`src/rtl/reg_dump_ctrl_pkg.sv`:
```
// reg_dump_ctrl_pkg: widths, register count and dump FSM state encoding
package reg_dump_ctrl_pkg;
   localparam int DATA_W   = 16;
   localparam int ADDR_W   = 3;
   localparam int NUM_REGS = 8;
   localparam int PAIR_W   = $clog2(NUM_REGS / 2);
   localparam logic [PAIR_W-1:0] LAST_PAIR = PAIR_W'(NUM_REGS / 2 - 1);
   typedef enum logic [2:0] {
      DUMP_IDLE   = 3'd0,
      DUMP_FETCH  = 3'd1,
      DUMP_SEND_A = 3'd2,
      DUMP_SEND_B = 3'd3,
      DUMP_DONE   = 3'd4
   } dump_state_e;
endpackage

```
`src/rtl/reg_dump_ctrl_if.sv`:
```
// reg_dump_ctrl_if: valid/ready stream of register values tagged with their index
interface reg_dump_ctrl_if;
   import reg_dump_ctrl_pkg::*;
   logic              dump_valid;
   logic              dump_ready;
   logic [DATA_W-1:0] dump_data;
   logic [ADDR_W-1:0] dump_idx;
   modport master (output dump_valid, dump_data, dump_idx, input dump_ready);
   modport slave  (input dump_valid, dump_data, dump_idx, output dump_ready);
endinterface

```
`src/rtl/reg_dump_ctrl.sv`:
```
// reg_dump_ctrl: sweeps the register file two registers per fetch and streams each value out,
// holding off CPU writes for the whole dump so the snapshot is coherent
module reg_dump_ctrl
   import reg_dump_ctrl_pkg::*;
(
   input  logic              clk,
   input  logic              reset,
   input  logic              start,
   output logic              busy,
   output logic              hold_cpu,
   output logic              done,
   output logic [ADDR_W-1:0] reg_src1,
   output logic [ADDR_W-1:0] reg_src2,
   input  logic [DATA_W-1:0] read_data1,
   input  logic [DATA_W-1:0] read_data2,
   reg_dump_ctrl_if.master   dump
);
   dump_state_e       state_q, state_d;
   logic [PAIR_W-1:0] pair_q, pair_d;
   logic [DATA_W-1:0] buf_a_q, buf_a_d, buf_b_q, buf_b_d;
   logic              valid;

   always_ff @(posedge clk) begin
      if (reset) begin
         state_q <= DUMP_IDLE;
         pair_q  <= '0;
         buf_a_q <= '0;
         buf_b_q <= '0;
      end else begin
         state_q <= state_d;
         pair_q  <= pair_d;
         buf_a_q <= buf_a_d;
         buf_b_q <= buf_b_d;
      end
   end

   // buffers load only in FETCH, so a stalled beat never re-reads the register file
   always_comb begin
      state_d = state_q;
      pair_d  = pair_q;
      buf_a_d = buf_a_q;
      buf_b_d = buf_b_q;
      case (state_q)
         DUMP_IDLE: if (start) begin
            state_d = DUMP_FETCH;
            pair_d  = '0;
         end
         DUMP_FETCH: begin
            buf_a_d = read_data1;
            buf_b_d = read_data2;
            state_d = DUMP_SEND_A;
         end
         DUMP_SEND_A: if (dump.dump_ready) state_d = DUMP_SEND_B;
         DUMP_SEND_B: if (dump.dump_ready) begin
            state_d = pair_q == LAST_PAIR ? DUMP_DONE : DUMP_FETCH;
            pair_d  = pair_q == LAST_PAIR ? pair_q : pair_q + 1'b1;
         end
         default: state_d = DUMP_IDLE;
      endcase
   end

   assign valid           = state_q == DUMP_SEND_A || state_q == DUMP_SEND_B;
   assign busy            = state_q != DUMP_IDLE;
   assign hold_cpu        = busy;
   assign done            = state_q == DUMP_DONE;
   assign reg_src1        = busy ? {pair_q, 1'b0} : '0;
   assign reg_src2        = busy ? {pair_q, 1'b1} : '0;
   assign dump.dump_valid = valid;
   assign dump.dump_data  = state_q == DUMP_SEND_A ? buf_a_q : state_q == DUMP_SEND_B ? buf_b_q : '0;
   assign dump.dump_idx   = valid ? {pair_q, state_q == DUMP_SEND_B} : '0;
endmodule
```
`src/flat_wrapper.sv`:
```
// flat-port wrapper written by rule: the top's interface ports become plain ports
module reg_dump_ctrl_flat import reg_dump_ctrl_pkg::*;
  (clk, reset, start, busy, hold_cpu, done, reg_src1, reg_src2, read_data1, read_data2, dump_dump_valid, dump_dump_data, dump_dump_idx, dump_dump_ready);
  reg_dump_ctrl_if dump_i ();
  input  logic clk;
  input  logic reset;
  input  logic start;
  output logic busy;
  output logic hold_cpu;
  output logic done;
  output logic [ADDR_W-1:0] reg_src1;
  output logic [ADDR_W-1:0] reg_src2;
  input  logic [DATA_W-1:0] read_data1;
  input  logic [DATA_W-1:0] read_data2;
  output wire logic [$bits(dump_i.dump_valid)-1:0] dump_dump_valid;
  output wire logic [$bits(dump_i.dump_data)-1:0] dump_dump_data;
  output wire logic [$bits(dump_i.dump_idx)-1:0] dump_dump_idx;
  input wire logic [$bits(dump_i.dump_ready)-1:0] dump_dump_ready;
  assign dump_dump_valid = dump_i.dump_valid;
  assign dump_dump_data = dump_i.dump_data;
  assign dump_dump_idx = dump_i.dump_idx;
  assign dump_i.dump_ready = dump_dump_ready;
  reg_dump_ctrl u_core (.clk(clk), .reset(reset), .start(start), .busy(busy), .hold_cpu(hold_cpu), .done(done), .reg_src1(reg_src1), .reg_src2(reg_src2), .read_data1(read_data1), .read_data2(read_data2), .dump(dump_i));
endmodule
```
`config.mk`:
```
export PLATFORM = sky130hd
export DESIGN_NAME = reg_dump_ctrl_flat
export DESIGN_NICKNAME = d
export VERILOG_FILES = /design/src/rtl/reg_dump_ctrl_pkg.sv /design/src/rtl/reg_dump_ctrl_if.sv /design/src/rtl/reg_dump_ctrl.sv /design/src/flat_wrapper.sv
export SDC_FILE = /design/constraint.sdc
export NUM_CORES = 1
export LEC_CHECK = 0
export CAP_MARGIN = 20
export CORE_MARGIN = 1.5
export CORE_UTILIZATION = 45
export CTS_CLUSTER_SIZE = 40
export DETAILED_ROUTE_END_ITERATION = 10
export PLACE_DENSITY = 0.89
export SLEW_MARGIN = 20
export SYNTH_ARGS = -nofsm -noshare
export SYNTH_HDL_FRONTEND = slang
export SYNTH_SLANG_ARGS = --single-unit
export TNS_END_PERCENT = 20
```
`constraint.sdc`:
```
create_clock -name clk -period 2.5 [get_ports clk]
set_clock_uncertainty 0.2 [all_clocks]
set_input_delay 0.25 -clock clk [delete_from_list [all_inputs] [get_ports clk]]
set_output_delay 0.25 -clock clk [all_outputs]
set_load 0.02 [all_outputs]
```
Yosys cells after proc, flatten, opt, wreduce, memory -nomap -nowiden --
Index checks and enable logic that the tools add are counted.
Cells by class: add/subtract/negate cells 1, equal/unequal tests 9, multiplexer cells 14, reductions and logical operators 6
Operators with widths (count):
- 16-bit two-way mux | 2
- 3-bit two-way mux | 7
- 3-bit one-hot mux with 4 select lines | 1
- 2-bit != test (second input constant) | 4
- 3-bit by 2-bit == test with 1-bit output (second input constant) | 2
- 2-bit two-way mux | 3
- 2-bit one-hot mux with 2 select lines | 1
- 4-bit AND reduction | 1
- 3-bit by 1-bit == test with 1-bit output (second input constant) | 1
- 3-bit == test (second input constant) | 1
- 3-bit logical NOT | 1
- 3-bit AND reduction | 1
- 3-bit nonzero test | 1
- 2-bit by 1-bit adder with 2-bit output (second input constant) | 1
- 2-bit == test (second input constant) | 1
- 2-bit nonzero test | 1
- 1-bit logical OR | 1
Storage, ports and cells: bits in registers 37, output and inout bits 29, logic and storage cells 34

Logic depth before layout (Yosys ltp) --
depth after elaboration 4, depth in mapped cells 6, gate-level depth less buffers 4

Least setup slack after synthesis --
OpenSTA, ideal clock, no wires.
path type register to output, from reg u_core.state_q[0], to out reg_src2[1], data arrival time 1.369 ns, slack 0.681 ns, cell stages (with the launch flop) 5, cells stage by stage dfxtp_1 > buf_4 > or3_1 > and2_1 > buf_4
Between the ends: cells in the longest elaborated chain, start to end 2
RTL lines:
- from (decl) | line reg_dump_ctrl.sv:18 | dump_state_e state_q, state_d;
- from (signal assigned) | line reg_dump_ctrl.sv:30 | state_q <= state_d;
- 3-bit nonzero test | line reg_dump_ctrl.sv:63 | assign busy = state_q != DUMP_IDLE;
- net busy | line flat_wrapper.sv:8 | output logic busy;
- 3-bit two-way mux | line reg_dump_ctrl.sv:67 | assign reg_src2 = busy ? {pair_q, 1'b1} : '0;
- to (decl) | line flat_wrapper.sv:12 | output logic [ADDR_W-1:0] reg_src2;
The timed path passes the listed nets, and every way through them passes these cells.

Final worst setup path --
from reg u_core.state_q[2], to out dump_dump_data[4]
Between the ends: cells in the longest elaborated chain, start to end 3, elaborated cells on any way between the ends 4
RTL lines:
- 3-bit by 2-bit == test with 1-bit output | line reg_dump_ctrl.sv:69 | assign dump.dump_data = state_q == DUMP_SEND_A ? buf_a_q : state_q == DUMP_SEND_B ? buf_b_q : '0;
- 16-bit two-way mux | line reg_dump_ctrl.sv:69
- 16-bit two-way mux * | line reg_dump_ctrl.sv:69
- to (decl) | line flat_wrapper.sv:16 | output wire logic [$bits(dump_i.dump_data)-1:0] dump_dump_data;
Mark *: on every way between the ends. The rest lies on a longest branch, timed or not.

==> qor.yml <==
dr.pass1.iters: 4
cp-start-kind: "flip-flop"
path_clk_slew_ns: 0.07
r2r_cells: 5
num_vias: 1627
p_int_uw: 1150
crit_end: "dump_dump_data[4]"
drive_above_1_share: 0.0657
r2r_slack_ns: 0.72
grt_max_degree: 33
worst-path-max-fanout: 9
synth_edf_count: 0
synth-main-ff-cell: "dfxtp_1"
setup_slack_ns: 0.103
fin_crit_ns: 2.40
cts_root_buffer: "clkbuf_8"
overflow: 0
ant_nets: 0
syn_nets: 255
viasPerCell: 5.05
seqPwrFrac: 0.426
htreeDepth: 2
min_from: "u_core.buf_b_q[14]$_SDFFE_PP0N_"
max_cap_violations: 0
core_um2: 3660
dpl.hpwl_um: 2750
antenna_found_initial: 0
netSwitchingPower_uw: 365
die_w_um: 64.6
cts_buffer_depth: 2
min_period_over_period: 0.959
r2r_end: "u_core.buf_b_q[10]$_SDFFE_PP0N_"
finalMaxSlewViolations: 0
met2_length_um: 1810
ir_worst_vdd_mv: 0.459
hold_violations: 0
finalPower_uw: 1520
switching_share: 0.240
dieArea_um2: 4170
final_common_cell: "nand2_1"
wl_per_cell_um: 12.2
hold_slack_ns: 0.255
numPortBuffers: 63
critPathKind: "flip-flop to output port"
rsz0062_at_grt: "false"
drtIter0Drc: 90
max_freq_mhz: 417
track_usage: 0.208
fp.dieH_um: 64.6
min_path_type: "flip-flop to flip-flop"
fin_setup_tns_ns: 0
routed_wl_um: 3930
regToRegStartpoint: "u_core.state_q[0]$_SDFFE_PP0P_"
route.detailed.drc: 0
ys_ff_latch: 37
place_area_um2: 2320
worstSetupEndpointType: "output port"
grt_pass1_wl_um: 6650
final_cell_mix: "nand2_1 (65), clkdlybuf4s50_1 (63), dfxtp_1 (36), a21oi_1 (33), nor2_1 (19)"
nets: 310
startpoint: "u_core.state_q[2]$_SDFFE_PP0P_"
synth_top_area_share: 0.434
synthDistinctLibCells: 23
async_reset_ff_frac: 0
area_delta_synth_final_pct: 43.7
clock-sinks: 37
cp.arrival_ns: 1.95
p_clk_frac: 0.398
boundaryPins: 65
ctsHoldBuffers: 0
place_ws_ns: 0.289
start_util: 0.467
dr_wl_met3_um: 263
setup_violations: 0
run_status: "completed"
cts_tree: "built"
design_area_um2: 2450
grt_pass1_vias: 1570
syn_area_um2: 1710
synth_top_area_cell: "dfxtp_1"
row_count: 22
cts_buffers: 5
dr.max_layer_used: "met4"
yosysWarnings: 0
p_leak_uw: 0.000883
syn_area_per_cell_um2: 7.83
p_comb_frac: 0.176
power_density_nw_per_um2: 618
wl_met1_um: 1790
syn_inst: 218
ys_seq_area_frac: 0.434
netlist_top_cells_area: "dfxtp_1 (43%), nand2_1 (14%), mux2i_1 (11%)"
gp_congestion: 0.790
critPathRequiredTime_ns: 2.05
worst_skew_pair.late_latency_ns: 0.29
n_antenna_cell: 0
[power by group through the flow]
stage | Clock (µW) | Sequential [µW] | Combinational [µW]
global placement | 0 | 657 | 262
CTS | 613 | 646 | 268
finish | 604 | 647 | 266
detailed placement | 0 | 659 | 267
floorplan | 0 | 652 | 173
global route | 641 | 651 | 292
[layer usage]
layer  global-route usage  vias to the layer above
li1                     -                      817
met1                0.235                      741
met2                0.362                       60
met3               0.0590                        9
met4               0.0931                        0
met5                    0                        -
[worst max-delay path: stages, from the launching register on]
cell and delay [ns]:
dfxtp_1 0.39, nand2b_2 0.31, buf_4 0.22, nor2_1 0.11, clkdlybuf4s50_1 0.62
[final cells by class]
class	count	area, µm²
sequential	37	742
fill	310	1210
multi-input combinational	159	838
clock inverter	3	65.1
clock buffer	5	68.8
tap	48	60.1
inverter	1	3.75
timing repair buffer	69	676
[worst min-delay path by stage]
stage,to,depth (start not counted)
global route,u_core.buf_b_q[14]$_SDFFE_PP0N_,2
CTS,u_core.buf_b_q[14]$_SDFFE_PP0N_,2
detailed placement,u_core.buf_b_q[0]$_SDFFE_PP0N_,2
floorplan,u_core.buf_a_q[0]$_SDFFE_PP0N_,2
finish,u_core.buf_b_q[14]$_SDFFE_PP0N_,2
global placement,u_core.buf_b_q[4]$_SDFFE_PP0N_,2
[logic make-up (layout without fill, tap and decap cells)]
| family | Yosys count | after routing | share of synthesized area |
|---|---|---|---|
| flops | 37 | 37 | 0.434 |
| other cells | 1 | 1 | 0.00220 |
| simple gates | 104 | 104 | 0.266 |
| fa+ha+maj | 1 | 1 | 0.00732 |
| compound gates | 35 | 35 | 0.105 |
| buf+inv | 22 | 78 | 0.0806 |
| mux | 18 | 18 | 0.105 |
[flip-flops by register name, summed over array words and instances, names as in the netlist]
register and cells:
u_core.buf_a_q 16, u_core.buf_b_q 16, u_core.state_q 3, u_core.pair_q 2
[cell usage after synthesis, types with 2 or more instances]
cell type / instances
mux2i_1: 18
buf_2: 8
dfxtp_1: 37
a21oi_1: 33
and3_1: 2
nand4b_1: 2
nand2b_1: 3
clkbuf_1: 4
nor2_1: 19
buf_6: 3
nand2_1: 65
nand3_1: 2
buf_4: 6
or3b_1: 2
and2_1: 6
[metrics by stage]
stage / instances / util
after floorplan: 218 / -
after global placement: 314 / 0.633
after detailed placement: 314 / 0.633
after CTS: 322 / 0.670
after global routing: 322 / 0.670
final: 322 / 0.670
[timing repair]
item,4_1_cts,5_1_grt
setup endpoints to repair,12,12
buffers inserted,0,0
resized for setup,1,1
(Power assumes the default switching activity.)
